### config.mk
export PLATFORM = sky130hd
export DESIGN_NAME = ram_1p_req_adapter
export DESIGN_NICKNAME = d
export VERILOG_FILES = /design/src/rtl/ram_1p_req_adapter.sv
export SDC_FILE = /design/constraint.sdc
export NUM_CORES = 1
export LEC_CHECK = 0
export BUFFER_PORTS_ARGS = -buffer_cell sky130_fd_sc_hd__buf_2
export CAP_MARGIN = 20
export CELL_PAD_IN_SITES_DETAIL_PLACEMENT = 2
export CELL_PAD_IN_SITES_GLOBAL_PLACEMENT = 2
export CORE_ASPECT_RATIO = 0.6
export CORE_MARGIN = 1
export CORE_UTILIZATION = 23
export DETAILED_ROUTE_END_ITERATION = 10
export HOLD_SLACK_MARGIN = 0.02
export PLACE_DENSITY_LB_ADDON = 0.25
export SYNTH_ARGS = -nofsm -noshare
export SYNTH_HDL_FRONTEND = slang
export SYNTH_SLANG_ARGS = --single-unit
### constraint.sdc
create_clock -name clk_i -period 2.7 [get_ports clk_i]
set_input_delay 0 -clock clk_i [delete_from_list [all_inputs] [get_ports clk_i]]
set_output_delay 0 -clock clk_i [all_outputs]
set_load 0.02 [all_outputs]
### src/rtl/ram_1p_req_adapter.sv
// ram_1p_req_adapter
//   Front-end for prim_ram_1p. Turns a valid/ready request stream into the
//   single-cycle req/write/addr/wdata/wmask strobes of the RAM. It captures the
//   RAM read data, which arrives one cycle after the request, into a small
//   response FIFO so the host can hold off responses without losing data. It
//   also expands the per-lane host write mask into the bit mask the RAM uses.
//
// Ports
//   clk_i, rst_i      clock (posedge) and asynchronous active-high reset
//   req_*             host request channel (valid/ready, write, addr, wdata, lane wmask)
//   rsp_*             host response channel (valid/ready, write flag, rdata)
//   ram_*             prim_ram_1p strobes; ram_rdata_i is valid one cycle after ram_req_o
//
// Parameters
//   Width            data width in bits
//   Depth            RAM words
//   DataBitsPerMask  data bits controlled by each host mask bit (must divide Width)
//   RspDepth         response FIFO entries (at least 2)
module ram_1p_req_adapter #(
    parameter int Width           = 39,
    parameter int Depth           = 128,
    parameter int DataBitsPerMask = 1,
    parameter int RspDepth        = 2,
    localparam int Aw             = $clog2(Depth),
    localparam int MaskW          = Width / DataBitsPerMask
) (
    input  logic             clk_i,
    input  logic             rst_i,

    input  logic             req_valid_i,
    output logic             req_ready_o,
    input  logic             req_write_i,
    input  logic [Aw-1:0]    req_addr_i,
    input  logic [Width-1:0] req_wdata_i,
    input  logic [MaskW-1:0] req_wmask_i,

    output logic             rsp_valid_o,
    input  logic             rsp_ready_i,
    output logic             rsp_write_o,
    output logic [Width-1:0] rsp_rdata_o,

    output logic             ram_req_o,
    output logic             ram_write_o,
    output logic [Aw-1:0]    ram_addr_o,
    output logic [Width-1:0] ram_wdata_o,
    output logic [Width-1:0] ram_wmask_o,
    input  logic [Width-1:0] ram_rdata_i
);

    localparam int PtrW = (RspDepth > 1) ? $clog2(RspDepth) : 1;
    localparam int CntW = $clog2(RspDepth + 1);
    localparam int OccW = CntW + 1;

    // Request in flight inside the RAM (read data or write ack due this cycle).
    logic            pending_reg;
    logic            pending_write_reg;

    logic [CntW-1:0] count_reg, count_next;
    logic [PtrW-1:0] wr_ptr_reg, wr_ptr_next;
    logic [PtrW-1:0] rd_ptr_reg, rd_ptr_next;

    logic [Width-1:0] fifo_rdata_mem [RspDepth];
    logic             fifo_write_mem [RspDepth];

    logic            fire;
    logic            push;
    logic            pop;
    logic            full;
    logic [OccW-1:0] occupancy;
    logic [Width-1:0] wmask_bits;

    function automatic logic [PtrW-1:0] ptr_inc(input logic [PtrW-1:0] p);
        return (p == PtrW'(RspDepth - 1)) ? '0 : p + PtrW'(1);
    endfunction

    // ------------------------------------------------------------------
    // Request side
    // ------------------------------------------------------------------
    assign pop  = rsp_valid_o & rsp_ready_i;
    assign push = pending_reg;
    assign full = (count_reg == CntW'(RspDepth));

    // A slot is reserved for every request already in the RAM, so accepting a
    // request can never overflow the FIFO. Counting the pop of this cycle as a
    // free slot keeps one request per cycle flowing while the host drains.
    assign occupancy   = OccW'(count_reg) + OccW'(pending_reg) - OccW'(pop);
    assign req_ready_o = (occupancy < OccW'(RspDepth));
    assign fire        = req_valid_i & req_ready_o;

    assign ram_req_o   = fire;
    assign ram_write_o = req_write_i;
    assign ram_addr_o  = req_addr_i;
    assign ram_wdata_o = req_wdata_i;

    for (genvar gi = 0; gi < Width; gi++) begin : g_wmask
        assign wmask_bits[gi] = req_wmask_i[gi / DataBitsPerMask];
    end

    assign ram_wmask_o = req_write_i ? wmask_bits : '0;

    // ------------------------------------------------------------------
    // Response FIFO
    // ------------------------------------------------------------------
    always_comb begin
        wr_ptr_next = wr_ptr_reg;
        rd_ptr_next = rd_ptr_reg;
        count_next  = count_reg;
        if (push) begin
            wr_ptr_next = ptr_inc(wr_ptr_reg);
        end
        if (pop) begin
            rd_ptr_next = ptr_inc(rd_ptr_reg);
        end
        if (push && !pop) begin
            count_next = count_reg + CntW'(1);
        end else if (pop && !push) begin
            count_next = count_reg - CntW'(1);
        end
    end

    always_ff @(posedge clk_i or posedge rst_i) begin
        if (rst_i) begin
            pending_reg       <= 1'b0;
            pending_write_reg <= 1'b0;
            count_reg         <= '0;
            wr_ptr_reg        <= '0;
            rd_ptr_reg        <= '0;
        end else begin
            pending_reg <= fire;
            if (fire) begin
                pending_write_reg <= req_write_i;
            end
            count_reg  <= count_next;
            wr_ptr_reg <= wr_ptr_next;
            rd_ptr_reg <= rd_ptr_next;
        end
    end

    // Storage needs no reset: entries are only visible while count_reg covers
    // them, and the outputs below are gated by rsp_valid_o.
    always_ff @(posedge clk_i) begin
        if (push) begin
            fifo_rdata_mem[wr_ptr_reg] <= pending_write_reg ? '0 : ram_rdata_i;
            fifo_write_mem[wr_ptr_reg] <= pending_write_reg;
        end
    end

    assign rsp_valid_o = (count_reg != '0);
    assign rsp_write_o = rsp_valid_o & fifo_write_mem[rd_ptr_reg];
    assign rsp_rdata_o = rsp_valid_o ? fifo_rdata_mem[rd_ptr_reg] : '0;

    // The ready computation reserves a slot for every in-flight request.
    assert property (@(posedge clk_i) disable iff (rst_i) push |-> (!full || pop));

endmodule
==> results of run 1 <==
==> final timing paths <==
path | from | cells past startpoint | end | slack [ps]
setup reg to reg | count_reg[1]$_DFFE_PP0P_ | 10 | pending_write_reg$_DFFE_PP0P_ | 230
setup / recovery | count_reg[1]$_DFFE_PP0P_ | 10 | ram_req_o | 150
max in group asynchronous | rst_i | 3 | rd_ptr_reg$_DFFE_PP0P_ | 2330
min in group asynchronous | rst_i | 3 | count_reg[0]$_DFFE_PP0P_ | 140
hold reg to reg | wr_ptr_reg$_DFFE_PP0P_ | 1 | wr_ptr_reg$_DFFE_PP0P_ | 540
hold / removal | ram_rdata_i[32] | 2 | fifo_rdata_mem[1][32]$_DFFE_PP_ | 30
==> power by group through the flow <==
stage	registers [mW]	clock network (mW)	logic [mW]
floorplan	1.88	0	1.66
CTS	2.08	1.35	2.33
detailed placement	2.10	0	2.20
finish	2.06	1.30	2.27
global route	2.11	1.39	2.47
global placement	2.09	0	2.16
==> repair_timing <==
action,in CTS,in global routing
hold buffers,60,0
endpoints found under the hold margin,77,0
resized for setup,0,1
endpoints found under the setup margin,0,1
==> layout make-up <==
type | instances | area, µm² | share of cell area
sequential | 86 | 2556 | 0.4342
clock inverter | 5 | 81.33 | 0.01382
inverter | 4 | 15.01 | 0.002550
tap | 234 | 292.8 | 0.04973
clock buffer | 11 | 232.7 | 0.03953
timing repair buffer | 229 | 1494 | 0.2538
multi-input combinational | 176 | 1215 | 0.2064
==> cells by family after synthesis <==
| group | count (synthesis) |
|---|---|
| xor+xnor | 6 |
| fa+ha+maj | 3 |
| buf+inv | 68 |
| flops | 86 |
| mux | 41 |
| simple gates | 126 |
==> metrics by stage <==
step | util | setup WS (ps) | power, mW | hold WS, ps | cell area [µm²]
after global routing | 0.3364 | 18.95 | 5.967 | 26.94 | 5887
after floorplan | - | 44.80 | 3.540 | -209.0 | 4204
final | 0.3364 | 152.9 | 5.637 | 25.80 | 5887
after detailed placement | 0.2841 | 183.4 | 4.303 | -66.99 | 4971
after CTS | 0.3363 | 62.62 | 5.752 | 20.18 | 5886
after global placement | 0.2841 | 307.9 | 4.244 | -68.94 | 4971
==> layout by cell type (no fill, tap or decap), drive strengths merged, types with 2 or more instances in the layout <==
cell type,instances
and2,41
edfxtp,80
dfrtp,6
bufinv,2
mux2i,40
inv,5
clkbuf,11
nor2b,40
ha,2
dlygate4sd3,60
buf,169
nor2,42
xnor2,3
xor2,3
==> per-layer routing <==
layer | track usage | vias up | wire (µm)
met2 | 0.2280 | 87 | 6253
li1 | - | 1408 | -
met1 | 0.1752 | 1502 | 5836
met4 | 0.02094 | 0 | 59
met5 | 0 | - | 0
met3 | 0.03830 | 8 | 627
==> report_table.html, run 1 <==
<table>
<tr><th>Metric</th><th>Value</th></tr>
<tr><th colspan="2">Run status</th></tr>
<tr><td>Outcome</td><td>finished, final reports clean</td></tr>
<tr><th colspan="2">Placed design</th></tr>
<tr><td>Placed cell count</td><td>669</td></tr>
<tr><td>Port Buf Inserts</td><td>165</td></tr>
<tr><td>HPWL after DPL</td><td>8516 µm</td></tr>
<tr><td>Weighted congestion reported at the end of routability-driven placement</td><td>0.7965</td></tr>
<tr><th colspan="2">Synth</th></tr>
<tr><td>Mux share of post-synthesis cell area</td><td>0.09881</td></tr>
<tr><td>Area of the mapped netlist</td><td>4204 µm²</td></tr>
<tr><td>Post-Synthesis Mean Instance Area</td><td>12.74 µm²</td></tr>
<tr><td>Area contributors post-synth</td><td>sky130_fd_sc_hd__edfxtp_1 57%, sky130_fd_sc_hd__mux2i_1 9.5%, sky130_fd_sc_hd__buf_4 9.1%</td></tr>
<tr><td>Flip-flop and latch count after synthesis</td><td>86</td></tr>
<tr><td>Fraction of synthesized cell area in xor and xnor cells</td><td>0.01250</td></tr>
<tr><td>Dominant combinational cell family by area after synthesis</td><td>simple AND/OR/NAND/NOR gates</td></tr>
<tr><td>Syn. warnings</td><td>0</td></tr>
<tr><td>Proportion of synthesized chip area in sequential cells</td><td>0.6071</td></tr>
<tr><td>Leading area contributor after synthesis</td><td>sky130_fd_sc_hd__edfxtp_1</td></tr>
<tr><td>Simple-gate share of the synthesized area</td><td>0.1631</td></tr>
<tr><td>Most frequently used cell type in the post-synthesis netlist</td><td>sky130_fd_sc_hd__edfxtp_1</td></tr>
<tr><td>Net Count, Synth</td><td>462</td></tr>
<tr><td>Most instantiated flip-flop cell in the synthesis netlist</td><td>sky130_fd_sc_hd__edfxtp_1</td></tr>
<tr><td>Gate count of the mapped netlist</td><td>330</td></tr>
<tr><td>Post-synthesis async set-or-reset flop share</td><td>0.06977</td></tr>
<tr><td>Count of flip-flops with a built-in enable after synthesis</td><td>80</td></tr>
<tr><td>Compound-Gate Fraction of Synth Area</td><td>0</td></tr>
<tr><td>Fraction of the mapped netlist area in adder cells</td><td>0.01071</td></tr>
<tr><td>Leading post-synthesis cells by instance count</td><td>80 x sky130_fd_sc_hd__edfxtp_1, 51 x sky130_fd_sc_hd__buf_4, 42 x sky130_fd_sc_hd__nor2_1</td></tr>
<tr><td>Share of the synthesized area in the top cell type</td><td>0.5714</td></tr>
<tr><td>Number of different library cells in the post-synthesis netlist</td><td>19</td></tr>
<tr><th colspan="2">Worst setup path</th></tr>
<tr><td>Chain of cells forming the critical path</td><td>nor2_4, inv_2, nand2_1, inv_1, ha_1, nand2b_1, fa_1, xnor2_1, and3_4, buf_2</td></tr>
<tr><td>Critical Path Sink Type</td><td>output port</td></tr>
<tr><td>Arrival time reported for the critical path endpoint</td><td>2550 ps</td></tr>
<tr><td>Endpoint required time on the critical path</td><td>2700 ps</td></tr>
<tr><td>Buf/Inv on CP</td><td>3</td></tr>
<tr><td>Worst Setup Start Kind</td><td>flip-flop</td></tr>
<tr><td>Family of cells with the greatest summed delay on the critical path</td><td>adder cells</td></tr>
<tr><td>CP max FO</td><td>4</td></tr>
<tr><td>Library cell contributing the largest single delay on the critical path</td><td>sky130_fd_sc_hd__dfrtp_2</td></tr>
<tr><td>Type of the worst setup path</td><td>flip-flop to output port</td></tr>
<tr><td>Longest individual stage delay on the worst path</td><td>460 ps</td></tr>
<tr><th colspan="2">Timing</th></tr>
<tr><td>Final period demand of the worst path</td><td>2547 ps</td></tr>
<tr><td>Achievable clock frequency</td><td>392.6 MHz</td></tr>
<tr><td>Setup TNS Final</td><td>0 ps</td></tr>
<tr><td>Worst slew pin tran</td><td>902.9 ps</td></tr>
<tr><td>Setup skew after layout</td><td>10.48 ps</td></tr>
<tr><td>Final number of max-transition violations</td><td>0</td></tr>
<tr><td>Tcrit/Tclk final</td><td>0.9434</td></tr>
<tr><td>Final count of hold timing violations</td><td>0</td></tr>
<tr><td>Max-slew headroom at the worst pin</td><td>0.3981</td></tr>
<tr><td>Total of endpoints with negative setup slack in the final report</td><td>0</td></tr>
<tr><td>Setup repair after global routing missed its margin</td><td>no</td></tr>
<tr><th colspan="2">Flow run</th></tr>
<tr><td>Total of max-cap violations</td><td>0</td></tr>
<tr><th colspan="2">Clock tree</th></tr>
<tr><td>CTS sink count</td><td>86</td></tr>
<tr><td>H-tree depth reported by CTS</td><td>3</td></tr>
<tr><td># Post-CTS Setup Buffers</td><td>0</td></tr>
<tr><td>Insertion delay to the later sink of the worst-skew pair</td><td>330 ps</td></tr>
<tr><td>Longest Clk Path Bufs</td><td>2</td></tr>
<tr><td>Root cell of the clock tree</td><td>sky130_fd_sc_hd__clkbuf_16</td></tr>
<tr><td>Clock tree from TritonCTS</td><td>done</td></tr>
<tr><td>Clock-pin slew reported for the worst setup and hold paths after clock tree synthesis</td><td>60 ps</td></tr>
<tr><td>Total clock buffers created by CTS</td><td>9</td></tr>
<tr><th colspan="2">Routing</th></tr>
<tr><td>Routed Wire Length</td><td>12,780 µm</td></tr>
<tr><td>Number of routed nets with antenna violations</td><td>0</td></tr>
<tr><td>Via-to-Cell Ratio</td><td>4.034</td></tr>
<tr><td>Detailed router's first-iteration violation count</td><td>77</td></tr>
<tr><td>Total number of vias</td><td>3,005</td></tr>
<tr><td>First-pass iteration count of the detailed router</td><td>4</td></tr>
<tr><td>Remaining routing DRC violations</td><td>0</td></tr>
<tr><td>Routed wire per std cell</td><td>17.15 µm</td></tr>
<tr><th colspan="2">Global route</th></tr>
<tr><td>Overall fraction of global-route tracks in use</td><td>0.1354</td></tr>
<tr><td>Global route total overflow</td><td>0</td></tr>
<tr><td>Antenna violations before repair</td><td>0</td></tr>
<tr><td>Largest net degree at the start of global routing</td><td>43</td></tr>
<tr><td>Global-route wire length before repair</td><td>19,020 µm</td></tr>
<tr><td>Number of global-route vias before repair</td><td>3,369</td></tr>
<tr><th colspan="2">Die</th></tr>
<tr><td>Initial Util</td><td>0.2402</td></tr>
<tr><td>Die Footprint</td><td>18,840 µm²</td></tr>
<tr><td>Horizontal die dimension</td><td>176.5 µm</td></tr>
<tr><td>Die Height</td><td>106.7 µm</td></tr>
<tr><td>Number of primary I/O pins</td><td>258</td></tr>
<tr><td>Std cell rows</td><td>37</td></tr>
<tr><td>Core Box Area</td><td>17,500 µm²</td></tr>
<tr><th colspan="2">Finish</th></tr>
<tr><td>Fraction of final layout cells sized beyond drive strength 1</td><td>0.3757</td></tr>
<tr><td>Final layout net count</td><td>638</td></tr>
<tr><td>Number of cells in the finished layout apart from fillers</td><td>745</td></tr>
<tr><td>Fillcell total</td><td>1,888</td></tr>
<tr><td>Flip-flop count of the largest register after layout</td><td>78</td></tr>
<tr><td>Antenna diode instance count</td><td>0</td></tr>
<tr><td>Area Growth Syn to Fin</td><td>40.03%</td></tr>
<tr><th colspan="2">Power and ir drop</th></tr>
<tr><td>Combinational Power Share</td><td>0.403</td></tr>
<tr><td>Seq pwr share</td><td>0.366</td></tr>
<tr><td>Net Sw Frac</td><td>0.3871</td></tr>
<tr><td>Sw power</td><td>2.182 mW</td></tr>
<tr><td>Cell-internal power</td><td>3.454 mW</td></tr>
<tr><td>PwrDens</td><td>957.5 nW/µm²</td></tr>
<tr><td>Share of power burned in the clock network</td><td>0.231</td></tr>
<tr><td>Leakage component of the power</td><td>2.548 nW</td></tr>
<tr><td>Maximum vdd ir drop</td><td>0.3607 mV</td></tr>
<tr><th colspan="2">Hold path</th></tr>
<tr><td>Hold crit path type</td><td>input port to flip-flop</td></tr>
</table>
Power figures use the tool's default switching activity.
==> inputs of run 2 (changes only) <==
--- a/config.mk
+++ b/config.mk
@@ -7,11 +7,11 @@
 export LEC_CHECK = 0
 export BUFFER_PORTS_ARGS = -buffer_cell sky130_fd_sc_hd__buf_2
 export CAP_MARGIN = 20
-export CELL_PAD_IN_SITES_DETAIL_PLACEMENT = 2
-export CELL_PAD_IN_SITES_GLOBAL_PLACEMENT = 2
+export CELL_PAD_IN_SITES_DETAIL_PLACEMENT = 1
+export CELL_PAD_IN_SITES_GLOBAL_PLACEMENT = 1
 export CORE_ASPECT_RATIO = 0.6
 export CORE_MARGIN = 1
-export CORE_UTILIZATION = 23
+export CORE_UTILIZATION = 29
 export DETAILED_ROUTE_END_ITERATION = 10
 export HOLD_SLACK_MARGIN = 0.02
 export PLACE_DENSITY_LB_ADDON = 0.25
==> run 2 against run 1 <==
Compared with the run above: first-iteration DRC count increased by 45%; total power decreased by 2.9%; sequential share of layout area decreased by 0.19 points; non-clock buffer count increased by 11; combinational power increased by 3%; maximum frequency decreased by 0.45%; largest cell class unchanged; highest routed layer unchanged.
==> report_table.html, run 2 (synthesis gave the netlist of run 1 again) <==
<table>
<tr><th>Metric</th><th>Value</th></tr>
<tr><th colspan="2">Worst setup path</th></tr>
<tr><td>Setup slack of the most critical reg-to-reg path</td><td>250 ps (was 230 ps)</td></tr>
<tr><td>Endpoint required time on the critical path</td><td>2700 ps (about the same)</td></tr>
<tr><td>Type of the worst setup path</td><td>flip-flop to output port (unchanged)</td></tr>
<tr><td>CP max FO</td><td>4 (unchanged)</td></tr>
<tr><td>Critical Path Sink Type</td><td>output port (unchanged)</td></tr>
<tr><td>Worst Setup Start Kind</td><td>flip-flop (unchanged)</td></tr>
<tr><td>Arrival time reported for the critical path endpoint</td><td>2560 ps (was 2550 ps)</td></tr>
<tr><th colspan="2">Finish</th></tr>
<tr><td>Commonest non-fill, non-tap cell in the layout</td><td>sky130_fd_sc_hd__buf_2 (unchanged)</td></tr>
<tr><td>Area Growth Syn to Fin</td><td>40.57% (was 40.03%)</td></tr>
<tr><td>Final layout net count</td><td>649 (was 638)</td></tr>
<tr><td>Flip-flop count of the largest register after layout</td><td>78 (unchanged)</td></tr>
<tr><td>Commonest cells after routing, fill and taps aside</td><td>165 x sky130_fd_sc_hd__buf_2, 80 x sky130_fd_sc_hd__edfxtp_1, 70 x sky130_fd_sc_hd__dlygate4sd3_1 (was 165 x sky130_fd_sc_hd__buf_2, 80 x sky130_fd_sc_hd__edfxtp_1, 60 x sky130_fd_sc_hd__dlygate4sd3_1)</td></tr>
<tr><td>Fraction of final layout cells sized beyond drive strength 1</td><td>0.3697 (was 0.3757)</td></tr>
<tr><td>Fillcell total</td><td>1,566 (was 1,888)</td></tr>
<tr><td>Antenna diode instance count</td><td>0 (unchanged)</td></tr>
<tr><td>Cell area after layout</td><td>5909 µm² (was 5887 µm²)</td></tr>
<tr><th colspan="2">Clock tree</th></tr>
<tr><td>CTS sink count</td><td>86 (unchanged)</td></tr>
<tr><td>Total clock buffers created by CTS</td><td>9 (unchanged)</td></tr>
<tr><td>Clock tree from TritonCTS</td><td>done (unchanged)</td></tr>
<tr><td>H-tree depth reported by CTS</td><td>3 (unchanged)</td></tr>
<tr><td># Post-CTS Setup Buffers</td><td>0 (unchanged)</td></tr>
<tr><td>Longest Clk Path Bufs</td><td>2 (unchanged)</td></tr>
<tr><td>Clock-pin slew reported for the worst setup and hold paths after clock tree synthesis</td><td>60 ps (about the same)</td></tr>
<tr><td>Insertion delay to the later sink of the worst-skew pair</td><td>330 ps (about the same)</td></tr>
<tr><td>Root cell of the clock tree</td><td>sky130_fd_sc_hd__clkbuf_16 (unchanged)</td></tr>
<tr><th colspan="2">Routing</th></tr>
<tr><td>Routed Wire Length</td><td>11,230 µm (was 12,780 µm)</td></tr>
<tr><td>Routed wire per std cell</td><td>15.73 µm (was 17.15 µm)</td></tr>
<tr><td>Detailed router's first-iteration violation count</td><td>112 (was 77)</td></tr>
<tr><td>Via-to-Cell Ratio</td><td>4.211 (was 4.034)</td></tr>
<tr><td>Number of routed nets with antenna violations</td><td>0 (unchanged)</td></tr>
<tr><td>Remaining routing DRC violations</td><td>0 (unchanged)</td></tr>
<tr><td>First-pass iteration count of the detailed router</td><td>4 (unchanged)</td></tr>
<tr><td>Total number of vias</td><td>3,007 (was 3,005)</td></tr>
<tr><th colspan="2">Timing</th></tr>
<tr><td>Setup repair after global routing missed its margin</td><td>no (unchanged)</td></tr>
<tr><td>Worst slew pin tran</td><td>671.3 ps (was 902.9 ps)</td></tr>
<tr><td>Achievable clock frequency</td><td>390.8 MHz (was 392.6 MHz)</td></tr>
<tr><td>Max-slew headroom at the worst pin</td><td>0.5524 (was 0.3981)</td></tr>
<tr><td>Setup TNS Final</td><td>0 ps (unchanged)</td></tr>
<tr><td>Setup skew after layout</td><td>3.784 ps (was 10.48 ps)</td></tr>
<tr><td>Final count of hold timing violations</td><td>0 (unchanged)</td></tr>
<tr><td>Final number of max-transition violations</td><td>0 (unchanged)</td></tr>
<tr><td>Final period demand of the worst path</td><td>2559 ps (was 2547 ps)</td></tr>
<tr><td>Tcrit/Tclk final</td><td>0.9476 (was 0.9434)</td></tr>
<tr><td>Total of endpoints with negative setup slack in the final report</td><td>0 (unchanged)</td></tr>
<tr><th colspan="2">Flow run</th></tr>
<tr><td>Total of max-cap violations</td><td>0 (unchanged)</td></tr>
<tr><th colspan="2">Power and ir drop</th></tr>
<tr><td>Leakage component of the power</td><td>2.582 nW (was 2.548 nW)</td></tr>
<tr><td>Seq pwr share</td><td>0.364 (was 0.366)</td></tr>
<tr><td>Cell-internal power</td><td>3.297 mW (was 3.454 mW)</td></tr>
<tr><td>Share of power burned in the clock network</td><td>0.209 (was 0.231)</td></tr>
<tr><td>Sw power</td><td>2.177 mW (was 2.182 mW)</td></tr>
<tr><td>Maximum vdd ir drop</td><td>0.3468 mV (was 0.3607 mV)</td></tr>
<tr><td>PwrDens</td><td>926.2 nW/µm² (was 957.5 nW/µm²)</td></tr>
<tr><td>Combinational Power Share</td><td>0.427 (was 0.403)</td></tr>
<tr><td>Net Sw Frac</td><td>0.3977 (was 0.3871)</td></tr>
<tr><th colspan="2">Die</th></tr>
<tr><td>Std cell rows</td><td>33 (was 37)</td></tr>
<tr><td>Number of primary I/O pins</td><td>258 (unchanged)</td></tr>
<tr><td>Core Box Area</td><td>13,910 µm² (was 17,500 µm²)</td></tr>
<tr><td>Die Footprint</td><td>15,000 µm² (was 18,840 µm²)</td></tr>
<tr><td>Initial Util</td><td>0.3021 (was 0.2402)</td></tr>
<tr><td>Horizontal die dimension</td><td>157.4 µm (was 176.5 µm)</td></tr>
<tr><td>Die Height</td><td>95.27 µm (was 106.7 µm)</td></tr>
<tr><th colspan="2">Global route</th></tr>
<tr><td>Global-route wire length before repair</td><td>16,730 µm (was 19,020 µm)</td></tr>
<tr><td>Overall fraction of global-route tracks in use</td><td>0.1518 (was 0.1354)</td></tr>
<tr><td>Number of global-route vias before repair</td><td>3,150 (was 3,369)</td></tr>
<tr><td>Largest net degree at the start of global routing</td><td>42 (was 43)</td></tr>
<tr><td>Global route total overflow</td><td>0 (unchanged)</td></tr>
<tr><td>Antenna violations before repair</td><td>0 (unchanged)</td></tr>
<tr><th colspan="2">Placed design</th></tr>
<tr><td>Weighted congestion reported at the end of routability-driven placement</td><td>0.7136 (was 0.7965)</td></tr>
<tr><td>HPWL after DPL</td><td>7261 µm (was 8516 µm)</td></tr>
<tr><td>Port Buf Inserts</td><td>165 (unchanged)</td></tr>
<tr><td>Instance area after placement</td><td>4925 µm² (was 4971 µm²)</td></tr>
<tr><th colspan="2">Hold path</th></tr>
<tr><td>Hold crit path type</td><td>input port to flip-flop (unchanged)</td></tr>
<tr><th colspan="2">Run status</th></tr>
<tr><td>Outcome</td><td>finished, final reports clean (unchanged)</td></tr>
</table>
[run 2: power by group through the flow]
| stage | registers, mW | clock network, mW | logic (mW) |
|---|---|---|---|
| floorplan | 1.88 | 0 | 1.66 |
| global placement | 2.02 | 0 | 2.18 |
| detailed placement | 2.03 | 0 | 2.22 |
| CTS | 2.00 | 1.18 | 2.36 |
| global route | 2.03 | 1.24 | 2.54 |
| finish | 1.99 | 1.15 | 2.33 |
[run 2: metrics by stage]
stage | util | worst slack [ps] | std cells | power, mW | hold slack [ps]
final | 0.4247 | 141.4 | 714 | 5.473 | 30.55
after global routing | 0.4247 | 24.09 | 714 | 5.806 | 29.37
after CTS | 0.4241 | 67.42 | 714 | 5.544 | 23.29
after detailed placement | 0.3539 | 204.4 | 628 | 4.248 | -68.22
after global placement | 0.3539 | 330.3 | 628 | 4.196 | -73.06
after floorplan | - | 44.80 | 330 | 3.540 | -209.0
[run 2: what timing repair did]
item,in CTS,in global routing
hold endpoints to repair,96,0
hold buffers,70,0
setup endpoints to repair,0,1
gates resized for setup,0,2
[run 2: area by class of cell]
type,instances,area [µm²],share of cell area
tap,192,240.2,0.04065
timing repair buffer,240,1602,0.2710
multi-input combinational,176,1222,0.2069
sequential,86,2555,0.4324
clock inverter,6,46.29,0.007834
inverter,4,15.01,0.002541
clock buffer,10,229.0,0.03875
[run 2: critical path: stages, from the launching register on]
cell and delay [ps]:
sky130_fd_sc_hd__dfrtp_2 470, sky130_fd_sc_hd__nor2_4 140, sky130_fd_sc_hd__inv_2 50, sky130_fd_sc_hd__nand2_1 130, sky130_fd_sc_hd__inv_1 60, sky130_fd_sc_hd__ha_1 260, sky130_fd_sc_hd__nand2b_1 160, sky130_fd_sc_hd__fa_1 420
sky130_fd_sc_hd__xnor2_2 160, sky130_fd_sc_hd__and3_4 220, sky130_fd_sc_hd__buf_2 180
[run 2: metal layers]
layer	global-route usage	vias to the layer above	wire length (µm)
li1	-	1435	-
met1	0.1814	1463	4704
met2	0.2611	95	5762
met3	0.05182	14	631
met4	0.04288	0	134
met5	0	-	0
[run 2: final timing paths]
kind	start	end	cells past startpoint
setup / recovery	count_reg[1]$_DFFE_PP0P_	ram_req_o	10
hold / removal	ram_rdata_i[10]	fifo_rdata_mem[1][10]$_DFFE_PP_	2
setup reg to reg	count_reg[1]$_DFFE_PP0P_	pending_write_reg$_DFFE_PP0P_	10
hold reg to reg	wr_ptr_reg$_DFFE_PP0P_	wr_ptr_reg$_DFFE_PP0P_	1
max in group asynchronous	rst_i	rd_ptr_reg$_DFFE_PP0P_	3
min in group asynchronous	rst_i	count_reg[1]$_DFFE_PP0P_	3
==> inputs of run 3 (changes only) <==
==> constraint.sdc (replaced) <==
create_clock -name clk_i -period 2.7 [get_ports clk_i]
set_input_delay 0.27 -clock clk_i [delete_from_list [all_inputs] [get_ports clk_i]]
set_output_delay 0.27 -clock clk_i [all_outputs]
set_load 0.02 [all_outputs]
==> run 3 against run 2 <==
Compared with the run above: die area unchanged; critical path type unchanged; non-clock buffer count down 64; worst hold slack better by 190 ps; final area down 10%; combinational power down 2%; utilization down 4.3 points; sequential power down 3%.
==> report_table.html, run 3 (synthesis gave the netlist of run 1 again) <==
<table>
<tr><th>Metric</th><th>Value</th></tr>
<tr><th colspan="2">Power and ir drop</th></tr>
<tr><td>Share of power burned in the clock network</td><td>0.249 (was 0.209)</td></tr>
<tr><td>Cell-internal power</td><td>3.555 mW (was 3.297 mW)</td></tr>
<tr><td>Maximum vdd ir drop</td><td>0.3546 mV (was 0.3468 mV)</td></tr>
<tr><td>PwrDens</td><td>1059 nW/µm² (was 926.2 nW/µm²)</td></tr>
<tr><td>Seq pwr share</td><td>0.343 (was 0.364)</td></tr>
<tr><td>Net Sw Frac</td><td>0.3684 (was 0.3977)</td></tr>
<tr><td>Sw power</td><td>2.073 mW (was 2.177 mW)</td></tr>
<tr><td>Leakage component of the power</td><td>2.344 nW (was 2.582 nW)</td></tr>
<tr><td>Combinational Power Share</td><td>0.408 (was 0.427)</td></tr>
<tr><th colspan="2">Worst setup path</th></tr>
<tr><td>Cells on worst reg2reg path</td><td>10 (unchanged)</td></tr>
<tr><td>Critical Path Sink Type</td><td>output port (unchanged)</td></tr>
<tr><td>Setup slack of the most critical reg-to-reg path</td><td>360 ps (was 250 ps)</td></tr>
<tr><td>Reg-to-Reg End</td><td>pending_write_reg$_DFFE_PP0P_ (unchanged)</td></tr>
<tr><td>Worst reg2reg path startpoint</td><td>count_reg[1]$_DFFE_PP0P_ (unchanged)</td></tr>
<tr><td>Arrival time reported for the critical path endpoint</td><td>2310 ps (was 2560 ps)</td></tr>
<tr><td>Type of the worst setup path</td><td>flip-flop to output port (unchanged)</td></tr>
<tr><td>Worst Setup Start Kind</td><td>flip-flop (unchanged)</td></tr>
<tr><td>Endpoint required time on the critical path</td><td>2430 ps (was 2700 ps)</td></tr>
<tr><td>CP max FO</td><td>3 (was 4)</td></tr>
<tr><th colspan="2">Finish</th></tr>
<tr><td>Commonest non-fill, non-tap cell in the layout</td><td>sky130_fd_sc_hd__buf_2 (unchanged)</td></tr>
<tr><td>Fraction of final layout cells sized beyond drive strength 1</td><td>0.4389 (was 0.3697)</td></tr>
<tr><td>Flip-flop count of the largest register after layout</td><td>78 (unchanged)</td></tr>
<tr><td>Fillcell total</td><td>1,547 (was 1,566)</td></tr>
<tr><td>Area Growth Syn to Fin</td><td>26.46% (was 40.57%)</td></tr>
<tr><td>Cell area after layout</td><td>5316 µm² (was 5909 µm²)</td></tr>
<tr><td>Antenna diode instance count</td><td>0 (unchanged)</td></tr>
<tr><td>Commonest cells after routing, fill and taps aside</td><td>164 x sky130_fd_sc_hd__buf_2, 80 x sky130_fd_sc_hd__edfxtp_1, 41 x sky130_fd_sc_hd__nor2_1 (was 165 x sky130_fd_sc_hd__buf_2, 80 x sky130_fd_sc_hd__edfxtp_1, 70 x sky130_fd_sc_hd__dlygate4sd3_1)</td></tr>
<tr><td>Final layout net count</td><td>585 (was 649)</td></tr>
<tr><th colspan="2">Timing</th></tr>
<tr><td>Final period demand of the worst path</td><td>2576 ps (was 2559 ps)</td></tr>
<tr><td>Achievable clock frequency</td><td>388.2 MHz (was 390.8 MHz)</td></tr>
<tr><td>Max-slew headroom at the worst pin</td><td>0.6049 (was 0.5524)</td></tr>
<tr><td>Setup TNS Final</td><td>0 ps (unchanged)</td></tr>
<tr><td>Final number of max-transition violations</td><td>0 (unchanged)</td></tr>
<tr><td>Final count of hold timing violations</td><td>0 (unchanged)</td></tr>
<tr><td>Setup repair after global routing missed its margin</td><td>no (unchanged)</td></tr>
<tr><td>Setup skew after layout</td><td>8.032 ps (was 3.784 ps)</td></tr>
<tr><td>Tcrit/Tclk final</td><td>0.9541 (was 0.9476)</td></tr>
<tr><td>Worst slew pin tran</td><td>592.6 ps (was 671.3 ps)</td></tr>
<tr><td>Total of endpoints with negative setup slack in the final report</td><td>0 (unchanged)</td></tr>
<tr><th colspan="2">Global route</th></tr>
<tr><td>Antenna violations before repair</td><td>0 (unchanged)</td></tr>
<tr><td>Global-route wire length before repair</td><td>15,550 µm (was 16,730 µm)</td></tr>
<tr><td>Overall fraction of global-route tracks in use</td><td>0.1410 (was 0.1518)</td></tr>
<tr><td>Number of global-route vias before repair</td><td>2,828 (was 3,150)</td></tr>
<tr><td>Global route total overflow</td><td>0 (unchanged)</td></tr>
<tr><td>Largest net degree at the start of global routing</td><td>43 (was 42)</td></tr>
<tr><th colspan="2">Routing</th></tr>
<tr><td>Detailed router's first-iteration violation count</td><td>86 (was 112)</td></tr>
<tr><td>First-pass iteration count of the detailed router</td><td>4 (unchanged)</td></tr>
<tr><td>Remaining routing DRC violations</td><td>0 (unchanged)</td></tr>
<tr><td>Total number of vias</td><td>2,706 (was 3,007)</td></tr>
<tr><td>Routed Wire Length</td><td>10,020 µm (was 11,230 µm)</td></tr>
<tr><td>Via-to-Cell Ratio</td><td>4.163 (was 4.211)</td></tr>
<tr><td>Routed wire per std cell</td><td>15.42 µm (was 15.73 µm)</td></tr>
<tr><td>Number of routed nets with antenna violations</td><td>0 (unchanged)</td></tr>
<tr><th colspan="2">Clock tree</th></tr>
<tr><td>Clock tree from TritonCTS</td><td>done (unchanged)</td></tr>
<tr><td>Longest Clk Path Bufs</td><td>2 (unchanged)</td></tr>
<tr><td>H-tree depth reported by CTS</td><td>3 (unchanged)</td></tr>
<tr><td>Clock-pin slew reported for the worst setup and hold paths after clock tree synthesis</td><td>60 ps (about the same)</td></tr>
<tr><td>Insertion delay to the later sink of the worst-skew pair</td><td>340 ps (was 330 ps)</td></tr>
<tr><td>Root cell of the clock tree</td><td>sky130_fd_sc_hd__clkbuf_16 (unchanged)</td></tr>
<tr><td>Total clock buffers created by CTS</td><td>9 (unchanged)</td></tr>
<tr><td>CTS sink count</td><td>86 (unchanged)</td></tr>
<tr><th colspan="2">Run status</th></tr>
<tr><td>Outcome</td><td>finished, final reports clean (unchanged)</td></tr>
<tr><th colspan="2">Die</th></tr>
<tr><td>Die Height</td><td>95.27 µm (unchanged)</td></tr>
<tr><td>Initial Util</td><td>0.3021 (unchanged)</td></tr>
<tr><td>Std cell rows</td><td>33 (unchanged)</td></tr>
<tr><td>Number of primary I/O pins</td><td>258 (unchanged)</td></tr>
<tr><td>Core Box Area</td><td>13,910 µm² (unchanged)</td></tr>
<tr><td>Die Footprint</td><td>15,000 µm² (unchanged)</td></tr>
<tr><td>Horizontal die dimension</td><td>157.4 µm (unchanged)</td></tr>
<tr><th colspan="2">Placed design</th></tr>
<tr><td>Instance area after placement</td><td>4927 µm² (was 4925 µm²)</td></tr>
<tr><td>Weighted congestion reported at the end of routability-driven placement</td><td>0.7114 (was 0.7136)</td></tr>
<tr><td>HPWL after DPL</td><td>6994 µm (was 7261 µm)</td></tr>
<tr><td>Port Buf Inserts</td><td>165 (unchanged)</td></tr>
<tr><th colspan="2">Hold path</th></tr>
<tr><td>Hold crit path type</td><td>input port to flip-flop (unchanged)</td></tr>
<tr><td>Destination of the worst hold path</td><td>rd_ptr_reg$_DFFE_PP0P_ (was fifo_rdata_mem[1][10]$_DFFE_PP_)</td></tr>
<tr><td>Worst hold path cell count</td><td>3 (was 2)</td></tr>
<tr><td>Launch instance of the worst min-delay path</td><td>rsp_ready_i (was ram_rdata_i[10])</td></tr>
<tr><th colspan="2">Flow run</th></tr>
<tr><td>Total of max-cap violations</td><td>0 (unchanged)</td></tr>
</table>
==> run 3: changes by cell type in the layout (fill, tap and decap cells not counted), moves of 3 or more <==
cell / delta
sky130_fd_sc_hd__clkinv_4: -3
sky130_fd_sc_hd__buf_4: +7
sky130_fd_sc_hd__bufinv_16: +3
sky130_fd_sc_hd__dlygate4sd3_1: -69
==> run 3: layer usage <==
layer	up-vias	wire length [µm]	track usage
met3	12	647	0.05409
met5	-	0	0
met1	1297	4538	0.1751
met4	0	95	0.03479
li1	1304	-	-
met2	93	4743	0.2316
==> run 3: timing repair <==
item | 4_1_cts | 5_1_grt
setup buffers | 3 | 0
endpoints found under the hold margin | 6 | 0
gates resized for setup | 4 | 2
pin swaps | 2 | 1
hold buffers | 1 | 0
setup endpoints to repair | 2 | 2
cloned | 0 | 0
==> run 3: worst max-delay path by stage <==
stage | slack (ps) | to | from | depth (start not counted)
after floorplan | 40 | fifo_rdata_mem[0][0]$_DFFE_PP_ | pending_reg$_DFF_PP0_ | 1
after global placement | 300 | ram_req_o | count_reg[1]$_DFFE_PP0P_ | 10
after detailed placement | 250 | ram_req_o | count_reg[1]$_DFFE_PP0P_ | 10
after CTS | 20 | ram_req_o | count_reg[1]$_DFFE_PP0P_ | 10
after global routing | 7 | ram_req_o | count_reg[1]$_DFFE_PP0P_ | 9
final | 120 | ram_req_o | count_reg[1]$_DFFE_PP0P_ | 9
==> run 3: power groups by stage <==
stage | Sequential (mW) | Combinational [mW] | Clock (mW)
2_1_floorplan | 1.88 | 1.66 | 0
3_3_place_gp | 1.96 | 2.23 | 0
3_5_place_dp | 1.98 | 2.27 | 0
4_1_cts | 1.94 | 2.34 | 1.44
5_1_grt | 1.96 | 2.54 | 1.49
6_report | 1.93 | 2.29 | 1.40
==> run 3: critical path: stages, from the launching register on <==
cell,delay (ps)
sky130_fd_sc_hd__dfrtp_2,420
sky130_fd_sc_hd__nor2_4,120
sky130_fd_sc_hd__inv_2,50
sky130_fd_sc_hd__nand2_2,80
sky130_fd_sc_hd__inv_1,50
sky130_fd_sc_hd__ha_1,260
sky130_fd_sc_hd__nand2b_1,150
sky130_fd_sc_hd__fa_2,530
sky130_fd_sc_hd__and3_4,180
sky130_fd_sc_hd__buf_4,140
==> run 3: layout make-up <==
cell class | count | area (µm²) | share of cell area
multi-input combinational | 176 | 1227 | 0.2309
clock inverter | 5 | 106.4 | 0.02000
inverter | 4 | 15.01 | 0.002824
tap | 192 | 240.2 | 0.04519
timing repair buffer | 176 | 938.4 | 0.1765
sequential | 86 | 2556 | 0.4808
clock buffer | 11 | 232.7 | 0.04377
==> run 3: metrics by stage <==
step | instances | total power [mW] | utilization | hold WS (ps) | setup slack, ps
CTS | 650 | 5.727 | 0.3814 | 214.8 | 23.17
floorplan | 330 | 3.540 | - | 60.96 | 44.80
finish | 650 | 5.628 | 0.3821 | 225.4 | 124.0
global placement | 630 | 4.198 | 0.3541 | 196.4 | 298.8
detailed placement | 630 | 4.256 | 0.3541 | 197.8 | 247.7
global route | 650 | 5.991 | 0.3821 | 243.0 | 7.274
